===== config.mk =====
export PLATFORM = sky130hd
export DESIGN_NAME = weight_feeder
export DESIGN_NICKNAME = d
export VERILOG_FILES = /design/src/rtl/weight_feeder_pkg.sv /design/src/rtl/weight_feeder_pack.sv /design/src/rtl/weight_feeder.sv
export SDC_FILE = /design/constraint.sdc
export NUM_CORES = 1
export LEC_CHECK = 0
export BUFFER_PORTS_ARGS = -buffer_cell sky130_fd_sc_hd__buf_2
export CORE_MARGIN = 2
export CORE_UTILIZATION = 35
export CTS_CLUSTER_DIAMETER = 120
export DETAILED_ROUTE_END_ITERATION = 12
export PLACE_DENSITY = 0.52
export SYNTH_ARGS = -nofsm -noshare
export SYNTH_HDL_FRONTEND = slang
export SYNTH_SLANG_ARGS = --single-unit

===== constraint.sdc =====
create_clock -name clk -period 3.9 [get_ports clk]
set_input_delay 0.39 -clock clk [delete_from_list [all_inputs] [get_ports clk]]
set_output_delay 0.39 -clock clk [all_outputs]
set_load 0.01 [all_outputs]

===== src/rtl/weight_feeder_pkg.sv =====
// ----------------------------------------------------------------------------
// weight_feeder_pkg
// Shared definitions for the weight feeder: default sizing, counter widths,
// FSM state codes (also exported on status_wfeed) and the per-job beat total
// helper.
// Weights occupy the low DATA_WEIGHT_WIDTH (8) bits of each 16-bit lane; the
// feeder never looks inside a lane, so no constant is carried for it here.
// No ports (package).
// ----------------------------------------------------------------------------
package weight_feeder_pkg;

    localparam int CONV_GROUP_NUM_DEF = 64;   // weights per group, multiple of 8, max 64
    localparam int DCNT_HIGH_DEF      = 480;  // mux FIFO level that stops new beat loads
    localparam int BEAT_CNT_W         = 27;   // 24-bit N times up to 8 beats per group
    localparam int WORD_CNT_W         = 28;   // two 64-bit words per beat

    typedef enum logic [3:0] {
        WFEED_IDLE     = 4'd0,
        WFEED_CFG_SEND = 4'd1,
        WFEED_STREAM   = 4'd2,
        WFEED_DONE     = 4'd3
    } wfeed_state_t;

    // N = 0 still runs one group so the mux and the feeder agree on length.
    function automatic logic [BEAT_CNT_W-1:0] calc_total(
        input logic [23:0]           n,
        input logic [BEAT_CNT_W-1:0] bpg
    );
        logic [BEAT_CNT_W-1:0] groups;
        groups = (n == 24'd0) ? BEAT_CNT_W'(1) : BEAT_CNT_W'(n);
        return groups * bpg;
    endfunction

endpackage


===== src/rtl/weight_feeder_pack.sv =====
// ----------------------------------------------------------------------------
// weight_feeder_pack
// Packs pairs of 64-bit words into 128-bit beats: the even word waits in a
// half register, the odd word completes the beat into a single output slot.
// Ports:
//   clk, rst_n     clock, async active-low reset
//   i_clear        drop any held half word / beat (new job)
//   i_word_vld     a word is accepted this cycle
//   i_word         64-bit word
//   i_load_en      downstream has room for another beat (throttle)
//   i_ready        downstream ready for the slot
//   o_valid        slot holds a beat
//   o_beat         {even word, odd word}
//   o_half_full    half register holds an even word
//   o_slot_open    slot can take a new beat on this edge
// ----------------------------------------------------------------------------
module weight_feeder_pack (
    input  logic         clk,
    input  logic         rst_n,
    input  logic         i_clear,
    input  logic         i_word_vld,
    input  logic [63:0]  i_word,
    input  logic         i_load_en,
    input  logic         i_ready,
    output logic         o_valid,
    output logic [127:0] o_beat,
    output logic         o_half_full,
    output logic         o_slot_open
);

    logic [63:0]  r_half;
    logic         r_half_full;
    logic         r_valid;
    logic [127:0] r_beat;
    logic         w_slot_open;
    logic         w_load;

    // The throttle only gates loading; a beat already in the slot stays valid.
    assign w_slot_open = (~r_valid | i_ready) & i_load_en;
    assign w_load      = i_word_vld & r_half_full & w_slot_open;

    always_ff @(posedge clk or negedge rst_n) begin
        if (!rst_n) begin
            r_half      <= '0;
            r_half_full <= 1'b0;
            r_valid     <= 1'b0;
            r_beat      <= '0;
        end else if (i_clear) begin
            r_half_full <= 1'b0;
            r_valid     <= 1'b0;
        end else begin
            if (r_valid && i_ready)
                r_valid <= 1'b0;
            // A reload on the handshake edge overrides the clear: no bubble.
            if (w_load) begin
                r_beat      <= {r_half, i_word};
                r_valid     <= 1'b1;
                r_half_full <= 1'b0;
            end else if (i_word_vld && !r_half_full) begin
                r_half      <= i_word;
                r_half_full <= 1'b1;
            end
        end
    end

    assign o_valid     = r_valid;
    assign o_beat      = r_beat;
    assign o_half_full = r_half_full;
    assign o_slot_open = w_slot_open;

endmodule


===== src/rtl/weight_feeder.sv =====
// ----------------------------------------------------------------------------
// weight_feeder
// Source end of the 128-bit weight stream into the weight distribution mux.
// Takes one job config (N groups), forwards it to the mux, then streams
// exactly max(N,1)*BEATS_PER_GROUP packed beats, throttled by weight_dcnt.
// Ports:
//   s_cfg_*         job config in ([23:0] = N)
//   m_config_*      config out to mux, {8'd0, N}
//   s_axis_*        64-bit DMA weight words (tlast checked only under macro)
//   m_weight*       128-bit packed beats
//   weight_dcnt     mux FIFO fill level
//   busy / done     job in flight / one-cycle end-of-job pulse
//   status_wfeed    current state code
//   err_tlast       only with WFEED_TLAST_CHECK_EN: sticky tlast misplacement
// Optional build macro: WFEED_TLAST_CHECK_EN
//
// state          | meaning
// WFEED_IDLE     | waiting for job config, s_cfg_ready high
// WFEED_CFG_SEND | presenting latched config to the mux
// WFEED_STREAM   | accepting words and emitting beats
// WFEED_DONE     | one-cycle done pulse, then back to idle
// ----------------------------------------------------------------------------
module weight_feeder
    import weight_feeder_pkg::*;
#(
    parameter int CONV_GROUP_NUM = CONV_GROUP_NUM_DEF,
    parameter int DCNT_HIGH      = DCNT_HIGH_DEF
) (
    input  logic         clk,
    input  logic         rst_n,
    input  logic         s_cfg_valid,
    output logic         s_cfg_ready,
    input  logic [31:0]  s_cfg_data,
    output logic         m_config_valid,
    input  logic         m_config_ready,
    output logic [31:0]  m_config_data,
    input  logic         s_axis_tvalid,
    output logic         s_axis_tready,
    input  logic [63:0]  s_axis_tdata,
    input  logic         s_axis_tlast,
    output logic         m_weight_valid,
    input  logic         m_weight_ready,
    output logic [127:0] m_weight,
    input  logic [9:0]   weight_dcnt,
    output logic         busy,
    output logic         done,
    output logic [3:0]   status_wfeed
`ifdef WFEED_TLAST_CHECK_EN
    ,
    output logic         err_tlast
`endif
);

    localparam int             BEATS_PER_GROUP = CONV_GROUP_NUM / 8;
    localparam logic [9:0]     DCNT_HIGH_W     = 10'(DCNT_HIGH);

    wfeed_state_t           r_state;
    wfeed_state_t           w_state_nxt;
    logic [23:0]            r_n;
    logic [BEAT_CNT_W-1:0]  r_total;
    logic [BEAT_CNT_W-1:0]  r_beat_cnt;
    logic [WORD_CNT_W-1:0]  r_word_cnt;
    logic [WORD_CNT_W-1:0]  w_word_total;
    logic                   w_cfg_hs;
    logic                   w_beat_hs;
    logic                   w_word_hs;
    logic                   w_last_beat;
    logic                   w_words_left;
    logic                   w_half_full;
    logic                   w_slot_open;
    logic                   w_load_en;

    assign w_word_total = {r_total, 1'b0};
    assign w_load_en    = (weight_dcnt < DCNT_HIGH_W);
    assign w_cfg_hs     = s_cfg_valid & s_cfg_ready;
    assign w_beat_hs    = m_weight_valid & m_weight_ready;
    assign w_word_hs    = s_axis_tvalid & s_axis_tready;
    assign w_last_beat  = (r_beat_cnt == r_total - BEAT_CNT_W'(1));
    assign w_words_left = (r_word_cnt < w_word_total);

    always_ff @(posedge clk or negedge rst_n) begin
        if (!rst_n)
            r_state <= WFEED_IDLE;
        else
            r_state <= w_state_nxt;
    end

    always_comb begin
        w_state_nxt = r_state;
        case (r_state)
            WFEED_IDLE:     if (w_cfg_hs) w_state_nxt = WFEED_CFG_SEND;
            WFEED_CFG_SEND: if (m_config_ready) w_state_nxt = WFEED_STREAM;
            WFEED_STREAM:   if (w_beat_hs && w_last_beat) w_state_nxt = WFEED_DONE;
            WFEED_DONE:     w_state_nxt = WFEED_IDLE;
            default:        w_state_nxt = WFEED_IDLE;
        endcase
    end

    always_comb begin
        s_cfg_ready    = (r_state == WFEED_IDLE);
        m_config_valid = (r_state == WFEED_CFG_SEND);
        busy           = (r_state != WFEED_IDLE);
        done           = (r_state == WFEED_DONE);
        status_wfeed   = r_state;
        // Word budget caps intake at 2*TOTAL; surplus DMA words wait for the next job.
        s_axis_tready  = (r_state == WFEED_STREAM) & w_words_left
                         & (~w_half_full | w_slot_open);
    end

    assign m_config_data = {8'd0, r_n};

    always_ff @(posedge clk or negedge rst_n) begin
        if (!rst_n) begin
            r_n        <= '0;
            r_total    <= '0;
            r_beat_cnt <= '0;
            r_word_cnt <= '0;
        end else if (w_cfg_hs) begin
            r_n        <= s_cfg_data[23:0];
            r_total    <= calc_total(s_cfg_data[23:0], BEAT_CNT_W'(BEATS_PER_GROUP));
            r_beat_cnt <= '0;
            r_word_cnt <= '0;
        end else begin
            if (w_beat_hs)
                r_beat_cnt <= r_beat_cnt + BEAT_CNT_W'(1);
            if (w_word_hs)
                r_word_cnt <= r_word_cnt + WORD_CNT_W'(1);
        end
    end

    weight_feeder_pack u_pack (
        .clk         (clk),
        .rst_n       (rst_n),
        .i_clear     (w_cfg_hs),
        .i_word_vld  (w_word_hs),
        .i_word      (s_axis_tdata),
        .i_load_en   (w_load_en),
        .i_ready     (m_weight_ready),
        .o_valid     (m_weight_valid),
        .o_beat      (m_weight),
        .o_half_full (w_half_full),
        .o_slot_open (w_slot_open)
    );

`ifdef WFEED_TLAST_CHECK_EN
    logic r_err_tlast;
    logic w_tlast_exp;
    logic w_unused_in;

    assign w_tlast_exp = (r_word_cnt == w_word_total - WORD_CNT_W'(1));
    assign w_unused_in = ^s_cfg_data[31:24];

    always_ff @(posedge clk or negedge rst_n) begin
        if (!rst_n)
            r_err_tlast <= 1'b0;
        else if (w_cfg_hs)
            r_err_tlast <= 1'b0;
        else if (w_word_hs && (s_axis_tlast != w_tlast_exp))
            r_err_tlast <= 1'b1;
    end

    assign err_tlast = r_err_tlast;
`else
    logic w_unused_in;
    assign w_unused_in = ^{s_cfg_data[31:24], s_axis_tlast};
`endif

endmodule

* After elaboration in Yosys (flattened, before gate mapping) *
Index checks and enable logic that the tools add are counted.

operators by class
  $add $sub $neg = 3
  multipliers = 0
  div/mod/pow operators = 0
  order comparisons = 2
  equality and inequality tests = 7
  shift-type cells = 0
  muxes and demuxes = 15
  bitwise operators = 14
  reduce and logical (&&, ||, !) cells = 14

operator list
  operator                                                                        number
  28-bit two-way mux                                                              2
  27-bit two-way mux                                                              2
  28-bit by 1-bit adder with 28-bit output (second input constant)                1
  28-bit less-than comparator                                                     1
  27-bit by 1-bit adder with 27-bit output (second input constant)                1
  27-bit equality test                                                            1
  27-bit by 1-bit subtractor with 27-bit output (second input constant)           1
  24-bit logical NOT                                                              1
  24-bit two-way mux                                                              1
  4-bit two-way mux                                                               3
  4-bit case mux with 3 select lines                                              1
  10-bit by 9-bit less-than comparator with 1-bit output (second input constant)  1
  1-bit bitwise AND                                                               8
  4-bit by 2-bit equality test with 1-bit output (second input constant)          2
  1-bit two-way mux                                                               6
  3-bit AND reduction                                                             2
  3-bit nonzero test                                                              2
  4-bit by 1-bit equality test with 1-bit output (second input constant)          1
  4-bit logical NOT                                                               1
  2-bit by 1-bit != test with 1-bit output (second input constant)                2
  1-bit NOT                                                                       4
  2-bit nonzero test                                                              2
  4-bit nonzero test                                                              1
  1-bit logical AND                                                               3
  other kinds (4)                                                                 5

storage, ports and cells
  flip-flop bits (word level) = 301
  latch bits = 0
  RAM bits = 0
  bits in read-only memories = 0
  input bits = 113
  output and inout bits = 170
  memories kept = 0

* Depth between registers and ports, before layout *
Gate-level depths: netlist of run 1.

  depth in word-level cells = 10
  gate-level depth with buffers = 13
  depth with buffers taken out = 10

* Modules after synthesis *
Synthesis of run 1 repeated with hierarchy kept, for this count alone.

unflattened totals
  cell total of the unflattened synthesis = 1115
  area, all modules = 13895.8 sq um

modules (own cells, without submodules)
  module              times used  cells each  area each (sq um)
  weight_feeder_pack  1           415         7786.2
  weight_feeder       1           700         6109.6

* Worst setup path before layout of run 1 *
Ideal clock, no wire load.

  kind = register to register
  start = register r_total[8]
  end = register u_pack.r_half[0]
  library setup time = 0.125 ns
  arrival time = 2.693 ns
  data required time = 3.775 ns
  setup slack = 1.082 ns
  stages on the path, launching flop included = 13
  path buffers = 3
  period minus slack after synthesis = 2.818 ns
  cell sequence = dfrtp_1 -> buf_2 -> inv_1 -> ha_1 -> a21o_1 -> a21o_1 -> a21oi_1 -> o221ai_1 -> a2bb2oi_2 -> or4_1 -> buf_6 -> buf_6 -> mux2_4

between the ends
  longest elaborated chain between the ends = 8
  elaborated cells on any way between the ends = 9
  classes of those cells = order compare: 1; bitwise: 6; reduce/logical: 2

ends and longest elaborated chain
  item                             RTL line                  RTL
  start, declared                  weight_feeder.sv:60       logic [BEAT_CNT_W-1:0] r_total;
  start signal, assigned           weight_feeder.sv:120      r_total <= calc_total(s_cfg_data[23:0], BEAT_CNT_W'(BEATS_PER_GROUP));
  28-bit less-than comparator *    weight_feeder.sv:79       assign w_words_left = (r_word_cnt < w_word_total);
  1-bit bitwise AND *              weight_feeder.sv:106      s_axis_tready = (r_state == WFEED_STREAM) & w_words_left
  1-bit bitwise AND *              weight_feeder.sv:107      & (~w_half_full | w_slot_open);
  1-bit bitwise AND *              weight_feeder.sv:77       assign w_word_hs = s_axis_tvalid & s_axis_tready;
  1-bit bitwise AND (2 in series)  weight_feeder_pack.sv:40  assign w_load = i_word_vld & r_half_full & w_slot_open;
  1-bit NOT (no line)              n/a
  3-bit AND reduction (no line) *  n/a
  end signal, assigned             weight_feeder_pack.sv:60  r_half <= i_word;
  end, declared                    weight_feeder_pack.sv:31  logic [63:0] r_half;

Every way passes the cells marked *; elsewhere a longest branch is shown, timed or not.
A chain may end at the register's enable or synchronous reset.

* Final worst setup path of run 1 *
  start = register r_total[8]
  end = register u_pack.r_half[42]

The elaborated chain is that of the path after synthesis.

==> reports/summary.txt, run 1 <==
status - finished, final reports clean
Synth Area in Adders - 0.0272
R2R Setup Slk - 0.59 ns
most common cell after layout, fill and taps aside - dfrtp_1
busiest grt layer - met2
PwrDens - 777 nW/um2
first-pass GRT wire length - 54600 um
final setup vio count - 0
Comb pwr share - 0.343
Total GRT Usage - 0.168
design internal power - 8.72 mW
relative slew slack - 0.430
CP max stage delay - 0.55 ns
minimum clock period - 3.31 ns
Initial Util - 0.356
most frequent cells in the layout - dfrtp_1, buf_2, nand2_1, mux2_1, mux2_4
vias in the first global route - 9642
crit path kind - flop to flop
Final Hold Vio Count - 0
Worst setup SP type - flop
Pleak - 8.35 nW
clk_lat worst skew - 0.54 ns
Top FF cell, synth - dfrtp_1
largest net degree at the start of global routing - 106
synth top area cells - dfrtp_1, mux2_1, mux2_4
Remaining DRCs - 0
top cell type's share of synthesized area - 0.543
GR Overflow Total - 0
Synth Area in Simple Gates - 0.121
cell family contributing the most delay on the critical path - compound AO/OA/AOI/OAI gates
Nets - 1533
layout cells sized above 1 - 0.325
number of iterations in the first detailed-routing pass - 5
final antenna-violating net count - 0
hold depth - 2
mux contribution to synthesized area - 0.174
Post-Syn Instances - 1126
drt via density - 4.93
Max Fclk - 302 MHz
core box area - 38700 um2
period utilization - 0.849
routing usage on met1 - 0.224
CTS Buf Count - 36
fin. max-slew vios - 0
critical path's slowest cell - or4_4
Post-CTS Setup Bufs - 0
clock share of power - 0.268
Worst IR Drop VDD - 0.000447 V
setup_tns - 0 ns
P&R area growth vs syn - 22.7%
cell chain of the critical path - inv_1 -> ha_1 -> a21o_1 -> a21o_1 -> a21oi_1 -> o221ai_1 -> a2bb2oi_2 -> buf_4 -> or4_4 -> buf_12 -> mux2_4
EDFF count, synth - 0
initial antenna violation count - 1
most used cell, CP - a21o_1
initial drt markers - 439
ys async rst share - 1.00
TritonCTS clock tree - built
Max Cap Viol - 0
Die Ht - 202 um
Hold Crit Class - input port to flop
Worst R2R Path Depth - 11
Hold EP - u_pack.o_beat[58]
Non-Filler Instances - 1932
distinct cell type count after synthesis - 68
Synth area leader - dfrtp_1
Worst Slack Setup Final - 0.588 ns
Mapped Avg Cell Area - 12.2 um2
r2r endpoint - u_pack.r_half[42]
unrepaired setup endpoints after global routing - no
Ys Warns - 0
Die W - 202 um
clock root buffer - clkbuf_16
dpl cells - 1869
Net Sw Frac - 0.337
#FFs+latches synth - 299
CP Data Required Time - 4.32 ns
Clock transition at path regs - 0.06 ns
critical path buffer and inverter count - 3
Post-Place Setup Slack - 0.584 ns
sequential share of the synthesized area - 0.543
H-tree levels - 2
die area - 41000 um2
# rows - 72
register share of total power - 0.389
gp weighted congestion - 0.825
CP endpoint kind - flop
hold wc startpoint - s_axis_tdata[58]
mapped cell area - 13800 um2
xor and xnor area share after synthesis - 0.0337
worst r2r src - r_total[8]
met2 Use GR - 0.271
worst clock skew - 0.00913 ns
WL final - 34600 um
critical path arrival - 3.73 ns
Worst Max-Slew Pin Slew - 0.855 ns
main combinational cell family by area after synthesis - multiplexers
via count - 9525
maximum root-to-sink buffer count - 3
post-synthesis compound-gate area fraction - 0.0637
clk sinks - 299
met3 usage - 0.0297
detailed-placement wirelength estimate - 24100 um
IO buf count - 258
Max FO, Critical Path - 34
Switching Power - 4.43 mW
Routed wire per std cell - 17.9 um
# IOs - 283
-- what timing repair did --
item                                   CTS  global route
endpoints found under the hold margin  101             0
gates resized for setup                  0             0
setup endpoints to repair                0             0
hold buffers                             1             0
-- synthesized netlist by cell type, drive strengths merged, types with 2 or more instances --
| cell | number |
|---|---|
| dfrtp | 299 |
| o31a | 2 |
| nor2b | 5 |
| or4b | 3 |
| nor3 | 8 |
| and3 | 18 |
| a2111oi | 2 |
| or4 | 24 |
| nor4b | 2 |
| nand3b | 2 |
| a31oi | 6 |
| o41ai | 2 |
| buf | 43 |
| and2 | 5 |
| nor2 | 43 |
| a311oi | 2 |
| o21a | 3 |
| inv | 37 |
| nand3 | 26 |
| mux2 | 192 |
| a21o | 10 |
| a211oi | 3 |
| and4 | 12 |
| o21ai | 34 |
| nor4 | 12 |
| ha | 30 |
| o31ai | 21 |
| nand4 | 20 |
| or2 | 3 |
| a21oi | 38 |
| or3 | 11 |
| xor2 | 32 |
| a41o | 2 |
| clkbuf | 19 |
| xnor2 | 21 |
| nand2 | 114 |
| nand4b | 2 |
-- metrics by stage --
| stage | hold WS [ns] | total power [mW] | instance area, um2 | util |
|---|---|---|---|---|
| final | 0.0789 | 13.2 | 16900 | 0.437 |
| after global routing | 0.0618 | 14.0 | 16900 | 0.437 |
| after CTS | 0.0462 | 13.4 | 16900 | 0.437 |
| after detailed placement | 0.459 | 9.75 | 15700 | 0.404 |
| after global placement | 0.457 | 9.65 | 15700 | 0.404 |
| after floorplan | 0.0944 | 7.97 | 13800 | - |
-- routing by layer --
layer  wire length [um]  up-vias
met3               1390       59
met4               1100        0
met5                  0        -
met2              16400      188
met1              15700     4752
li1                   -     4526
-- power groups by stage --
stage / combinational (mW) / clock (mW) / sequential [mW]
floorplan: 2.58 / 0 / 5.39
global placement: 4.53 / 0 / 5.12
detailed placement: 4.59 / 0 / 5.16
CTS: 4.61 / 3.63 / 5.12
global route: 4.92 / 3.76 / 5.30
finish: 4.52 / 3.52 / 5.11
-- cell type report --
type | instances | area [um2]
fill | 3702 | 21800
sequential | 299 | 7480
multi-input combinational | 737 | 5830
timing repair buffer | 279 | 1570
clock buffer | 48 | 1060
tap | 518 | 648
clock inverter | 13 | 184
inverter | 37 | 139
antenna | 1 | 2.50
-- state kept, by name, summed over array words and instances, names as in the netlist --
name	cells
u_pack.r_half	64
r_n	24
r_word_cnt	28
u_pack.o_valid	1
u_pack.o_beat	128
u_pack.o_half_full	1
r_beat_cnt	27
r_total	24
status_wfeed	2
-- how the worst max path moves through the flow --
stage                           start                end  slack (ns)  cells after the start
after floorplan            r_total[8]   u_pack.r_half[0]        1.08                     12
after global routing      r_total[16]      s_axis_tready        0.41                     10
after CTS                 r_total[16]      s_axis_tready        0.53                     10
after detailed placement   r_total[8]  u_pack.r_half[52]        0.58                     11
final                      r_total[8]  u_pack.r_half[42]        0.59                     11
after global placement     r_total[8]  u_pack.r_half[54]        0.62                     11
-- kinds of logic (layout without fill, tap and decap cells) --
kind of cell | after synthesis | after routing
flip-flops | 299 | 299
multiplexers | 193 | 193
buffers and inverters | 99 | 377
AO/OA/AOI/OAI | 137 | 137
AND/OR/NAND/NOR | 314 | 314
other | 1 | 11
XOR/XNOR | 53 | 53
adder cells (fa/ha/maj) | 30 | 30
Power figures use the tool's default switching activity.
==> inputs of run 2 (changes only) <==
Settings changed: ABC_AREA from default to 1, PLACE_DENSITY 0.52 to 0.54.
Clock period 3.9 ns to 2.7 ns, I/O delays scaled along.
==> reports/summary.txt, run 2 <==
Remaining DRCs - 0 (unchanged)
#FFs+latches synth - 299 (unchanged)
vias in the first global route - 12857 (was 9642)
WL final - 45000 um (was 34600 um)
layout cells sized above 1 - 0.193 (was 0.325)
Worst IR Drop VDD - 0.000598 V (was 0.000447 V)
clock share of power - 0.243 (was 0.268)
PwrDens - 1080 nW/um2 (was 777 nW/um2)
Switching Power - 8.08 mW (was 4.43 mW)
synth top area cells - dfrtp_1, nand2_1, nand4_1 (was dfrtp_1, mux2_1, mux2_4)
Pleak - 9.78 nW (was 8.35 nW)
unrepaired setup endpoints after global routing - no (unchanged)
mapped cell area - 14600 um2 (was 13800 um2)
final setup vio count - 0 (unchanged)
# rows - 74 (was 72)
gp weighted congestion - 0.889 (was 0.825)
top cell type's share of synthesized area - 0.511 (was 0.543)
period utilization - 0.927
core box area - 41000 um2 (was 38700 um2)
Routed wire per std cell - 17.0 um (was 17.9 um)
maximum root-to-sink buffer count - 3 (unchanged)
CP Data Required Time - 2.43 ns (was 4.32 ns)
Max Cap Viol - 0 (unchanged)
final antenna-violating net count - 0 (unchanged)
met3 WL - 2560 um (was 1390 um)
Initial Util - 0.357 (was 0.356)
CTS Buf Count - 37 (was 36)
Hold Crit Class - input port to flop (unchanged)
most common cell after layout, fill and taps aside - nand2_1 (was dfrtp_1)
worst clock skew - 0.0185 ns (was 0.00913 ns)
wire length on met1 - 20200 um (was 15700 um)
Die Ht - 209 um (was 202 um)
relative slew slack - 0.329 (was 0.430)
Clock transition at path regs - 0.06 ns (about the same)
Worst Max-Slew Pin Slew - 1.01 ns (was 0.855 ns)
EDFF count, synth - 0 (unchanged)
most frequent cells in the layout - nand2_1, dfrtp_1, buf_2, nand4_1, nand3_1 (was dfrtp_1, buf_2, nand2_1, mux2_1, mux2_4)
Die W - 209 um (was 202 um)
Largest register FFs - 128 (unchanged)
clk sinks - 299 (unchanged)
register share of total power - 0.368 (was 0.389)
Ys Warns - 0 (unchanged)
Max FO, Critical Path - 4 (was 34)
Net Sw Frac - 0.397 (was 0.337)
die area - 43500 um2 (was 41000 um2)
clk_lat worst skew - 0.55 ns (was 0.54 ns)
via count - 13226 (was 9525)
Worst setup SP type - flop (unchanged)
crit path kind - flop to primary output (was flop to flop)
number of iterations in the first detailed-routing pass - 5 (unchanged)
detailed-placement wirelength estimate - 29700 um (was 24100 um)
Tot Pwr - 20.3 mW (was 13.2 mW)
H-tree levels - 2 (unchanged)
P&R area growth vs syn - 28.6% (was 22.7%)
setup_tns - 0 ns (unchanged)
distinct cell type count after synthesis - 38 (was 68)
Top FF cell, synth - dfrtp_1 (unchanged)
largest net degree at the start of global routing - 120 (was 106)
DR WL met2 - 20700 um (was 16400 um)
design internal power - 12.2 mW (was 8.72 mW)
cell with the most instances after synthesis - nand2_1 (was dfrtp_1)
sequential share of the synthesized area - 0.511 (was 0.543)
drt via density - 4.99 (was 4.93)
# IOs - 283 (unchanged)
IO buf count - 258 (unchanged)
critical path arrival - 2.23 ns (was 3.73 ns)
first-pass GRT wire length - 70100 um (was 54600 um)
ys async rst share - 1.00 (unchanged)
clock root buffer - clkbuf_16 (unchanged)
TritonCTS clock tree - built (unchanged)
initial antenna violation count - 1 (unchanged)
worst hold slack - 0.0242 ns (was 0.0789 ns)
GR Overflow Total - 0 (unchanged)
CP endpoint kind - primary output (was flop)
ant diodes - 0 (was 1)
Comb pwr share - 0.388 (was 0.343)
minimum clock period - 2.50 ns
Top Layer Used - met4 (unchanged)
Post-Syn Instances - 1750 (was 1126)
status - finished, final reports clean (unchanged)
initial drt markers - 1001 (was 439)
Mapped Avg Cell Area - 8.37 um2 (was 12.2 um2)
Nets - 2234 (was 1533)
Final Hold Vio Count - 0 (unchanged)
Total GRT Usage - 0.200 (was 0.168)
synth cell count leaders - nand2_1, dfrtp_1, nand4_1, nand3_1, inv_1 (was dfrtp_1, nand2_1, mux2_1, mux2_4, mux2_2)
Max Fclk - 400 MHz
fin. max-slew vios - 0 (unchanged)
Synth area leader - dfrtp_1 (unchanged)
run 2: changes by cell type after synthesis, moves of 60 or more:
cell     before  now
inv_1        36  104
nand2_1     114  604
nand4_1      20  153
mux2_4       60    0
mux2_1       83    0
nand3_1      26  115
run 2: what timing repair did:
action | CTS | global route
gates resized for setup | 0 | 15
hold buffers | 83 | 0
buffers inserted | 0 | 11
endpoints found under the hold margin | 202 | 0
endpoints found under the setup margin | 0 | 151
run 2: final timing paths:
path | from | endpoint | slack (ns) | depth (start not counted)
worst max-delay path | r_total[24] | s_axis_tready | 0.20 | 10
worst min-delay path | s_axis_tdata[57] | u_pack.o_beat[57] | 0.02 | 3
worst max register to register | r_total[24] | u_pack.r_half[49] | 0.25 | 16
worst min register to register | u_pack.o_beat[99] | u_pack.o_beat[99] | 0.46 | 2
max in group asynchronous | rst_n | u_pack.o_beat[123] | 1.62 | 4
min in group asynchronous | rst_n | r_n[7] | 0.22 | 2
run 2: per-stage QoR:
stage	setup WS, ns	cells	utilization	area [um2]
6_report	0.198	2648	0.459	18800
4_1_cts	0.101	2631	0.452	18500
5_1_grt	0.0171	2648	0.459	18800
3_5_place_dp	0.170	2484	0.402	16500
3_3_place_gp	0.211	2484	0.402	16500
2_1_floorplan	0.531	1759	-	14700
run 2: metal layers:
layer	up-vias	global-route usage
met4	0	0.0729
met5	-	0
li1	6456	-
met3	86	0.0433
met2	333	0.319
met1	6351	0.268
run 2: cells by family after synthesis:
logic type	share of synthesized area
other	0.000256
XOR/XNOR	0.0315
adder cells (fa/ha/maj)	0.0256
flip-flops	0.511
AO/OA/AOI/OAI	0.0444
AND/OR/NAND/NOR	0.311
buffers and inverters	0.0762
run 2: area by class of cell:
type | count | area [um2]
Clock buffer | 58 | 1180
Clock inverter | 6 | 43.8
Fill cell | 4034 | 22200
Inverter | 107 | 407
Multi-Input combinational cell | 1244 | 6140
Sequential cell | 299 | 7490
Tap cell | 532 | 666
Timing Repair Buffer | 402 | 2900
run 2: power groups by stage:
| stage | logic (mW) | clock network (mW) | registers (mW) |
|---|---|---|---|
| after floorplan | 4.13 | 0 | 7.87 |
| after global placement | 7.43 | 0 | 7.52 |
| after detailed placement | 7.52 | 0 | 7.57 |
| after CTS | 7.64 | 5.09 | 7.51 |
| after global routing | 8.86 | 5.25 | 7.72 |
| final | 7.89 | 4.94 | 7.49 |
run 2: critical path, stage by stage (launching register included):
cell,delay (ns)
dfrtp_1,0.40
inv_1,0.16
ha_1,0.27
nand2_1,0.13
nor2_1,0.05
nand2_1,0.06
o211ai_1,0.10
a21oi_2,0.13
nand3_2,0.13
nor2_4,0.12
buf_4,0.14
